===== src/rtl/hog_bin_if.sv =====
// Bin stream handshake between the HOG bin reader and
// the block-normalisation stage.
interface hog_bin_if #(
  parameter int BIN_W = 14
) ();
  logic             bin_valid;
  logic             bin_ready;
  logic [BIN_W-1:0] bin_data;
  logic [3:0]       bin_idx;
  logic             bin_last;

  modport master (
    output bin_valid,
    output bin_data,
    output bin_idx,
    output bin_last,
    input  bin_ready
  );

  modport slave (
    input  bin_valid,
    input  bin_data,
    input  bin_idx,
    input  bin_last,
    output bin_ready
  );
endinterface


===== src/rtl/hog_bin_reader.sv =====
// Snapshots nine HOG bins on capture, streams them one per
// beat, then publishes the cell's L1 sum.
module hog_bin_reader #(
  parameter int BIN_W = 14,
  parameter int SUM_W = 18
) (
  input  logic             clk,
  input  logic             rst_n,
  input  logic             capture,
  input  logic [BIN_W-1:0] H_0,
  input  logic [BIN_W-1:0] H_1,
  input  logic [BIN_W-1:0] H_2,
  input  logic [BIN_W-1:0] H_3,
  input  logic [BIN_W-1:0] H_4,
  input  logic [BIN_W-1:0] H_5,
  input  logic [BIN_W-1:0] H_6,
  input  logic [BIN_W-1:0] H_7,
  input  logic [BIN_W-1:0] H_8,
  output logic             cap_ready,
  hog_bin_if.master        bin,
  output logic [SUM_W-1:0] cell_sum,
  output logic             sum_valid,
  output logic             overrun,
  input  logic             clear_overrun
);

  typedef enum logic {
    IDLE,
    STREAM
  } state_t;

  state_t           state_q;
  logic [BIN_W-1:0] shadow_q [9];
  logic [BIN_W-1:0] h_w [9];
  logic [3:0]       idx_q;
  logic [SUM_W-1:0] acc_q;
  logic [SUM_W-1:0] sum_q;
  logic             sum_valid_q;
  logic             ovr_q;
  logic             ovr_d;
  logic             stream;
  logic             hs;
  logic [BIN_W-1:0] cur;

  assign h_w[0] = H_0;
  assign h_w[1] = H_1;
  assign h_w[2] = H_2;
  assign h_w[3] = H_3;
  assign h_w[4] = H_4;
  assign h_w[5] = H_5;
  assign h_w[6] = H_6;
  assign h_w[7] = H_7;
  assign h_w[8] = H_8;

  assign stream    = (state_q == STREAM);
  assign cap_ready = !stream;
  assign cur       = shadow_q[idx_q];
  assign hs        = stream && bin.bin_ready;

  // idx_q lingers at 8 after a cell, so mask beat fields in IDLE
  assign bin.bin_valid = stream;
  assign bin.bin_data  = stream ? cur : '0;
  assign bin.bin_idx   = stream ? idx_q : 4'd0;
  assign bin.bin_last  = stream && (idx_q == 4'd8);

  assign cell_sum  = sum_q;
  assign sum_valid = sum_valid_q;
  assign overrun   = ovr_q;

  // set beats clear when both happen in one cycle
  always_comb begin
    ovr_d = ovr_q;
    if (clear_overrun) ovr_d = 1'b0;
    if (capture && stream) ovr_d = 1'b1;
  end

  always_ff @(posedge clk) begin
    if (!rst_n) begin
      state_q     <= IDLE;
      idx_q       <= 4'd0;
      acc_q       <= '0;
      sum_q       <= '0;
      sum_valid_q <= 1'b0;
      ovr_q       <= 1'b0;
      for (int i = 0; i < 9; i++) begin
        shadow_q[i] <= '0;
      end
    end else begin
      sum_valid_q <= 1'b0;
      ovr_q       <= ovr_d;
      unique case (state_q)
        IDLE: begin
          if (capture) begin
            for (int i = 0; i < 9; i++) begin
              shadow_q[i] <= h_w[i];
            end
            idx_q   <= 4'd0;
            acc_q   <= '0;
            state_q <= STREAM;
          end
        end
        STREAM: begin
          if (hs) begin
            if (idx_q == 4'd8) begin
              sum_q       <= acc_q + SUM_W'(cur);
              sum_valid_q <= 1'b1;
              state_q     <= IDLE;
            end else begin
              acc_q <= acc_q + SUM_W'(cur);
              idx_q <= idx_q + 4'd1;
            end
          end
        end
        default: state_q <= IDLE;
      endcase
    end
  end

endmodule

===== src/flat_wrapper.sv =====
// flat-port wrapper written by rule: the top's interface ports become plain ports
module hog_bin_reader_flat 
#(
  parameter int BIN_W = 14,
  parameter int SUM_W = 18
)
  (clk, rst_n, capture, H_0, H_1, H_2, H_3, H_4, H_5, H_6, H_7, H_8, cap_ready, cell_sum, sum_valid, overrun, clear_overrun, bin_bin_valid, bin_bin_data, bin_bin_idx, bin_bin_last, bin_bin_ready);
  hog_bin_if #(.BIN_W(BIN_W)) bin_i ();
  input  logic clk;
  input  logic rst_n;
  input  logic capture;
  input  logic [BIN_W-1:0] H_0;
  input  logic [BIN_W-1:0] H_1;
  input  logic [BIN_W-1:0] H_2;
  input  logic [BIN_W-1:0] H_3;
  input  logic [BIN_W-1:0] H_4;
  input  logic [BIN_W-1:0] H_5;
  input  logic [BIN_W-1:0] H_6;
  input  logic [BIN_W-1:0] H_7;
  input  logic [BIN_W-1:0] H_8;
  output logic cap_ready;
  output logic [SUM_W-1:0] cell_sum;
  output logic sum_valid;
  output logic overrun;
  input  logic clear_overrun;
  output wire logic [$bits(bin_i.bin_valid)-1:0] bin_bin_valid;
  output wire logic [$bits(bin_i.bin_data)-1:0] bin_bin_data;
  output wire logic [$bits(bin_i.bin_idx)-1:0] bin_bin_idx;
  output wire logic [$bits(bin_i.bin_last)-1:0] bin_bin_last;
  input wire logic [$bits(bin_i.bin_ready)-1:0] bin_bin_ready;
  assign bin_bin_valid = bin_i.bin_valid;
  assign bin_bin_data = bin_i.bin_data;
  assign bin_bin_idx = bin_i.bin_idx;
  assign bin_bin_last = bin_i.bin_last;
  assign bin_i.bin_ready = bin_bin_ready;
  hog_bin_reader #(.BIN_W(BIN_W), .SUM_W(SUM_W)) u_core (.clk(clk), .rst_n(rst_n), .capture(capture), .H_0(H_0), .H_1(H_1), .H_2(H_2), .H_3(H_3), .H_4(H_4), .H_5(H_5), .H_6(H_6), .H_7(H_7), .H_8(H_8), .cap_ready(cap_ready), .bin(bin_i), .cell_sum(cell_sum), .sum_valid(sum_valid), .overrun(overrun), .clear_overrun(clear_overrun));
endmodule

===== config.mk =====
export PLATFORM = sky130hd
export DESIGN_NAME = hog_bin_reader_flat
export DESIGN_NICKNAME = d
export VERILOG_FILES = /design/src/rtl/hog_bin_if.sv /design/src/rtl/hog_bin_reader.sv /design/src/flat_wrapper.sv
export SDC_FILE = /design/constraint.sdc
export NUM_CORES = 1
export LEC_CHECK = 0
export CORE_MARGIN = 2
export CORE_UTILIZATION = 60
export CTS_BUF_LIST = sky130_fd_sc_hd__clkbuf_8
export DETAILED_ROUTE_END_ITERATION = 8
export DONT_BUFFER_PORTS = 1
export PLACE_DENSITY = 0.84
export SLEW_MARGIN = 20
export SYNTH_ARGS = -nofsm -noshare
export SYNTH_HDL_FRONTEND = slang
export SYNTH_SLANG_ARGS = --single-unit
export TNS_END_PERCENT = 10

===== constraint.sdc =====
create_clock -name clk -period 4.4 [get_ports clk]
set_input_delay 0.88 -clock clk [delete_from_list [all_inputs] [get_ports clk]]
set_output_delay 0.88 -clock clk [all_outputs]
set_load 0.01 [all_outputs]

==> metrics.md, run 1 <==
| Metric | Value |
|---|---|
| Status | `completed` |
| Ys async rst share | `0%` |
| Multi-input gate area | `3260 um2` |
| Initial DRC count | `510` |
| Routed wire per std cell | `20.9 um` |
| Hold Fails Final Rpt | `0` |
| Relative slew slack | `28.0%` |
| Site row count | `42` |
| Area grow syn2layout | `6.49%` |
| Total of max-cap violations | `0` |
| Num Clock Sinks | `173` |
| Final setup vio count | `0` |
| Vias in the first global route | `5124` |
| Sequential fraction of the synthesis area | `57.8%` |
| CP Data Arrival Time | `4.23 ns` |
| Pin count of the biggest net entering global routing | `127` |
| # DRC | `0` |
| DRT Pass-1 Iters | `5` |
| Hold path depth | `2` |
| Hpwl dp | `12900 um` |
| Root Buffer | `clkbuf_8` |
| Grt ovf | `0` |
| CP Max Fanout | `14` |
| Post-layout util | `65.5%` |
| Final WL | `17700 um` |
| Vias | `5136` |
| Storage element area | `4730 um2` |
| Seq cells post-synth | `173` |
| CP peak stage delay | `0.60 ns` |
| Worst-case clock buffer depth | `2` |
| Syn Nets | `816` |
| Worst R2R Path Depth | `13` |
| Most frequent cell after synthesis | `and2_1` |
| Initial Util | `61.5%` |
| Worst clock skew | `0.00952 ns` |
| Share of Yosys cell area claimed by the top area cell type | `46.3%` |
| CP delay by family, top | `compound AO/OA/AOI/OAI gates` |
| Global-route wire length before repair | `27300 um` |
| Reg clk slew, reported paths | `0.10 ns` |
| Post-synth top cells | `and2_1, edfxtp_1, nand2_1` |
| Port-buffer cells | `0` |
| Worst skew pair latency | `0.46 ns` |
| RSZ-0062 raised after global routing | `false` |
| Worst hold start | `u_core.acc_q[10]$_SDFFE_PN0P_` |
| Routability cong. | `0.918` |
| Critical path cell sequence | `buf_12 > mux4_2 > mux2i_1 > nor2_1 > a21oi_1 > inv_1 > ha_1 > a21oi_1 > nand3b_1 > a211oi_2 > o211a_1 > or3_1 > a32o_1` |
| H-tree levels | `4` |
| Fillers | `983` |
| Post-Synthesis Cells | `668` |
| Cell Pwr Density | `366 nW/um2` |
| Post_cts resized | `0` |
| Leakage power figure | `3.19 nW` |
| Share of cells above drive strength 1 | `11.5%` |
| DIE HEIGHT | `121 um` |
| Post-CTS Setup Inserts | `0` |
| Synth area leaders | `edfxtp_1, dfxtp_1, and2_1` |
| Count of cell types in the netlist | `53` |
| Critical path buffer and inverter count | `2` |
| Chip width | `121 um` |
| Mapped Area | `8170 um2` |
| CTS tree | `yes` |
| Critical path launch point type | `flop` |
| Total GRT Usage | `25.2%` |
| Hold crit path type | `reg -> reg` |
| Warnings from Yosys | `0` |
| Mapped Avg Cell Area | `12.2 um2` |
| Worst slew pin tran | `1.08 ns` |
| Pins Over Slew Limit | `0` |
| TNS Setup | `0 ns` |
| Routed Antenna Nets | `0` |
| Maximum clock frequency | `259 MHz` |
| Critical-path top delay cell | `dfxtp_2` |
| CP dominant cell by count | `a21oi_1` |
| Worst reg2reg endpoint | `u_core.acc_q[13]$_SDFFE_PN0P_` |
| Area leader, netlist | `edfxtp_1` |
| Final period demand of the worst path | `3.87 ns` |
| CTS buffer count | `17` |
| Cts hold-fix bufs | `0` |
| Vias/cell | `6.08` |
| Setup CP Type | `reg -> reg` |
| R2r setup slk | `0.53 ns` |
| Tcrit/Tclk final | `87.9%` |
| CP endpoint kind | `flop` |
| Antenna violations before repair | `1` |
| EDFF count, synth | `126` |
| IO Pins | `172` |
| Core ar. | `13300 um2` |
| CP required | `4.76 ns` |
| Final Net Count | `803` |
| Top_reg_cell synth | `edfxtp_1` |
| Maximum vdd ir drop | `0.260 mV` |
| Worst hold path endpoint | `u_core.acc_q[10]$_SDFFE_PN0P_` |
| DIE AREA | `14600 um2` |
-- cells by family after synthesis --
logic type | synth area share, %
AND/OR/NAND/NOR | 18.4
flip-flops | 57.8
AO/OA/AOI/OAI | 8.24
buffers and inverters | 2.57
multiplexers | 9.43
adder cells (fa/ha/maj) | 2.69
XOR/XNOR | 0.857
-- power breakdown --
part	total (mW)	internal, mW	switching [mW]	leakage, nW
combinational	0.282	0.111	0.170	1.28
clock	1.02	0.408	0.615	0.170
sequential	1.88	1.85	0.0341	1.74
-- worst max-delay path by stage --
stage	startpoint	to	slack [ns]	cells past startpoint
after floorplan	flop	u_core.acc_q[13]$_SDFFE_PN0P_	1.02	12
final	flop	u_core.acc_q[13]$_SDFFE_PN0P_	0.53	13
after global routing	flop	u_core.acc_q[13]$_SDFFE_PN0P_	0.28	13
after global placement	flop	u_core.acc_q[13]$_SDFFE_PN0P_	0.74	11
after CTS	flop	u_core.acc_q[13]$_SDFFE_PN0P_	0.57	13
after detailed placement	flop	u_core.acc_q[13]$_SDFFE_PN0P_	0.64	13
-- state kept, by name, indices dropped and copies added (netlist names), named ones only --
| register | count |
|---|---|
| u_core.cell_sum | 18 |
| u_core.bin.bin_valid | 1 |
| u_core.shadow_q | 126 |
| u_core.acc_q | 18 |
| u_core.overrun | 1 |
| u_core.sum_valid | 1 |
| u_core.idx_q | 4 |
-- cell usage in the layout, fill, tap and decap left out, drive strengths merged, types with 3 or more instances in the layout --
master,n
clkbuf,17
a22oi,5
o31ai,3
inv,18
nor3,5
a21oi,35
xor2,3
clkinv,4
nand3,20
o21ai,28
nand2,54
buf,8
mux4,28
a211oi,3
nor2b,4
dfxtp,47
mux2i,14
a32o,4
nand3b,3
ha,16
nand4,3
nor2,20
or3,8
and2,146
a21o,5
xnor2,5
o211ai,4
clkinvlp,5
a211o,3
edfxtp,126
-- area by class of cell --
type / count / area share, %
diodes: 1 / 0.0288
clock buffers: 17 / 2.69
flip-flops and latches: 173 / 54.3
repair buffers: 8 / 0.978
multi-input cells: 443 / 37.4
clock inverters: 15 / 1.52
well taps: 176 / 2.53
inverters: 12 / 0.518
-- routing by layer --
metal | GRT usage, % | share of wire [%] | up-vias
met5 | 0 | 0 | -
met3 | 6.37 | 8.3 | 34
met1 | 33.8 | 40 | 2450
met2 | 40.9 | 49 | 261
met4 | 7.85 | 2.2 | 0
li1 | - | - | 2391
-- stage by stage --
stage	instances	worst slack (ns)	cell area, um2	hold slack [ns]	total power [mW]
after floorplan	668	1.02	8180	0.429	2.12
after global placement	812	0.744	8330	0.439	2.18
after detailed placement	812	0.636	8330	0.462	2.20
after CTS	844	0.568	8700	0.479	3.20
after global routing	845	0.279	8700	0.503	3.30
final	845	0.532	8700	0.482	3.19
-- worst register-to-register path, delay by kind of cell (launching register included) --
| kind | cells | cell delay [ns] |
|---|---|---|
| buf+inv | 2 | 0.33 |
| compound gates | 5 | 1.31 |
| fa+ha+maj | 1 | 0.28 |
| mux | 2 | 0.66 |
| simple gates | 3 | 0.60 |
| flops | 1 | 0.60 |
(Power assumes the default switching activity.)
==> run 2: changes to the inputs <==
- SLEW_MARGIN: 20 -> 10
==> run 2 against run 1 <==
Net effect: worst hold slack better by 0.0012 ns; via count rose by 0.35%; combinational power is essentially flat; first-iteration DRC count increased by 0.59%.
==> metrics.md, run 2 (same netlist as run 1, synthesis figures left out) <==
| Metric | Value |
|---|---|
| Status | `completed` |
| Site row count | `42 (unchanged)` |
| Top reg by flops | `u_core.shadow_q` |
| TNS Setup | `0 ns (unchanged)` |
| Maximum vdd ir drop | `0.260 mV (about the same)` |
| Area grow syn2layout | `6.43% (about the same)` |
| Sw frac | `25.7% (about the same)` |
| CP dominant cell by count | `a21oi_1` |
| Routed wire per std cell | `20.9 um (about the same)` |
| Post-CTS Setup Inserts | `0 (unchanged)` |
| Routed Antenna Nets | `0 (unchanged)` |
| Share of cells above drive strength 1 | `11.4% (-0.15 points)` |
| CP Data Arrival Time | `4.22 ns (about the same)` |
| Number of flip-flops in the largest register | `126 (unchanged)` |
| Worst slew pin tran | `1.28 ns (+0.195 ns)` |
| Fillers | `985 (+0.20%)` |
| Global-route wire length before repair | `27300 um (unchanged)` |
| Reg clk slew, reported paths | `0.09 ns (about the same)` |
| Total GRT Usage | `25.2% (unchanged)` |
| M1 GR Usage | `33.8% (unchanged)` |
| Final WL | `17700 um (about the same)` |
| Clock power share | `32.1% (about the same)` |
| Port-buffer cells | `0 (unchanged)` |
| Vias | `5154 (+0.35%)` |
| Setup CP Type | `reg -> reg` |
| Leakage power figure | `3.19 nW (about the same)` |
| CP endpoint kind | `flop` |
| CP peak stage delay | `0.60 ns (about the same)` |
| Final Net Count | `803 (unchanged)` |
| Most common cell after layout, fill and taps aside | `and2_1` |
| Initial Util | `61.5% (unchanged)` |
| Worst clock skew | `0.00806 ns (-0.00147 ns)` |
| H-tree levels | `4 (unchanged)` |
| Tcrit/Tclk final | `87.7% (-0.18 points)` |
| Pins Over Slew Limit | `0 (unchanged)` |
| Relative slew slack | `14.3% (-14 points)` |
| Post-layout util | `65.4% (about the same)` |
| DIE HEIGHT | `121 um (unchanged)` |
| Post_cts resized | `0 (unchanged)` |
| Maximum clock frequency | `259 MHz (+0.20%)` |
| Total of max-cap violations | `0 (unchanged)` |
| Chip width | `121 um (unchanged)` |
| Worst Setup Slack, final | `0.540 ns (+0.00784 ns)` |
| Routability cong. | `0.918 (unchanged)` |
| RSZ-0062 raised after global routing | `false` |
| CTS tree | `yes` |
| Num Clock Sinks | `173 (unchanged)` |
| Most frequent cells in the layout | `and2_1, edfxtp_1, nand2_1` |
| Critical-path top delay cell | `dfxtp_2` |
| IO Pins | `172 (unchanged)` |
| Comb power frac | `8.8% (about the same)` |
| Cell Pwr Density | `367 nW/um2 (about the same)` |
| Vias/cell | `6.10 (+0.35%)` |
| NetSw | `820 uW (about the same)` |
| DRT Pass-1 Iters | `7 (+2)` |
| Multi-input gate area | `3250 um2 (-0.15%)` |
| Core ar. | `13300 um2 (unchanged)` |
| Grt ovf | `0 (unchanged)` |
| Met3 GRT Util | `6.37% (unchanged)` |
| Hpwl dp | `12900 um (unchanged)` |
| Final setup vio count | `0 (unchanged)` |
| Worst slack at placement | `0.636 ns (unchanged)` |
| Grt peak-use layer | `met2` |
| Total power draw | `3.19 mW (about the same)` |
| Initial DRC count | `513 (+0.59%)` |
| Sequential share of power | `59.1% (about the same)` |
| P_int | `2.37 mW (about the same)` |
| Final hold slack | `0.483 ns (+0.00121 ns)` |
| DIE AREA | `14600 um2 (unchanged)` |
| Hold crit path type | `reg -> reg` |
| Root Buffer | `clkbuf_8` |
| Antenna violations before repair | `1 (unchanged)` |
| Pin count of the biggest net entering global routing | `127 (unchanged)` |
| Cts hold-fix bufs | `0 (unchanged)` |
| Hold Fails Final Rpt | `0 (unchanged)` |
| Vias in the first global route | `5124 (unchanged)` |
| Worst-case clock buffer depth | `2 (unchanged)` |
| CP Max Fanout | `14 (unchanged)` |
| Met2 Resource Use GR | `40.9% (unchanged)` |
| # DRC | `0 (unchanged)` |
| CP required | `4.76 ns (about the same)` |
| CTS buffer count | `17 (unchanged)` |
| Final period demand of the worst path | `3.86 ns (-0.00784 ns)` |
| Storage element area | `4730 um2 (unchanged)` |
| Worst skew pair latency | `0.46 ns (about the same)` |
| Critical path cell sequence | `buf_12 > mux4_2 > mux2i_1 > nor2_1 > a21oi_1 > inv_1 > ha_1 > a21oi_1 > nand3b_1 > a211oi_2 > o211a_1 > or3_1 > a32o_1` |
| Critical path launch point type | `flop` |
==> run 2: cell counts in the layout (fill, tap and decap cells not counted) <==
No cell type changed its count.
==> run 2: final timing paths <==
check | from | depth (start not counted) | end | slack [ns]
worst min register to register | u_core.acc_q[4]$_SDFFE_PN0P_ | 2 | u_core.acc_q[4]$_SDFFE_PN0P_ | 0.48
worst min-delay path | u_core.acc_q[4]$_SDFFE_PN0P_ | 2 | u_core.acc_q[4]$_SDFFE_PN0P_ | 0.48
worst max-delay path | flop | 13 | u_core.acc_q[13]$_SDFFE_PN0P_ | 0.54
worst max register to register | flop | 13 | u_core.acc_q[13]$_SDFFE_PN0P_ | 0.54
==> run 2: worst max-delay path: cells and delay by family (launching register included) <==
kind / cells / cell delay, ns
DFF: 1 / 0.60
adders and majority gates: 1 / 0.28
AOI/OAI and AO/OA: 5 / 1.30
muxes: 2 / 0.65
buffers and inverters: 2 / 0.32
and+or+nand+nor: 3 / 0.60
==> run 2: power by group through the flow <==
stage	Combinational [mW]	Clock (mW)	Sequential (mW)
5_1_grt	0.308	1.10	1.89
6_report	0.282	1.02	1.88
3_3_place_gp	0.270	0	1.91
2_1_floorplan	0.215	0	1.91
4_1_cts	0.281	1.04	1.88
3_5_place_dp	0.280	0	1.92
==> run 2: layout make-up <==
| cell class | instances | share of cell area (%) |
|---|---|---|
| clock inverter | 15 | 1.52 |
| tap | 176 | 2.53 |
| sequential | 173 | 54.3 |
| timing repair buffer | 8 | 0.978 |
| antenna | 1 | 0.0288 |
| multi-input combinational | 443 | 37.4 |
| clock buffer | 17 | 2.69 |
| inverter | 12 | 0.518 |
==> run 2: per-stage QoR <==
step | instances | area [um2]
2_1_floorplan | 668 | 8180
3_3_place_gp | 812 | 8330
3_5_place_dp | 812 | 8330
4_1_cts | 844 | 8700
5_1_grt | 845 | 8700
6_report | 845 | 8700
==> run 2: layer usage <==
metal	up-vias	part of all wire [%]
met1	2457	40
met2	272	49
met5	-	0
met3	38	8.8
met4	0	2.2
li1	2387	-
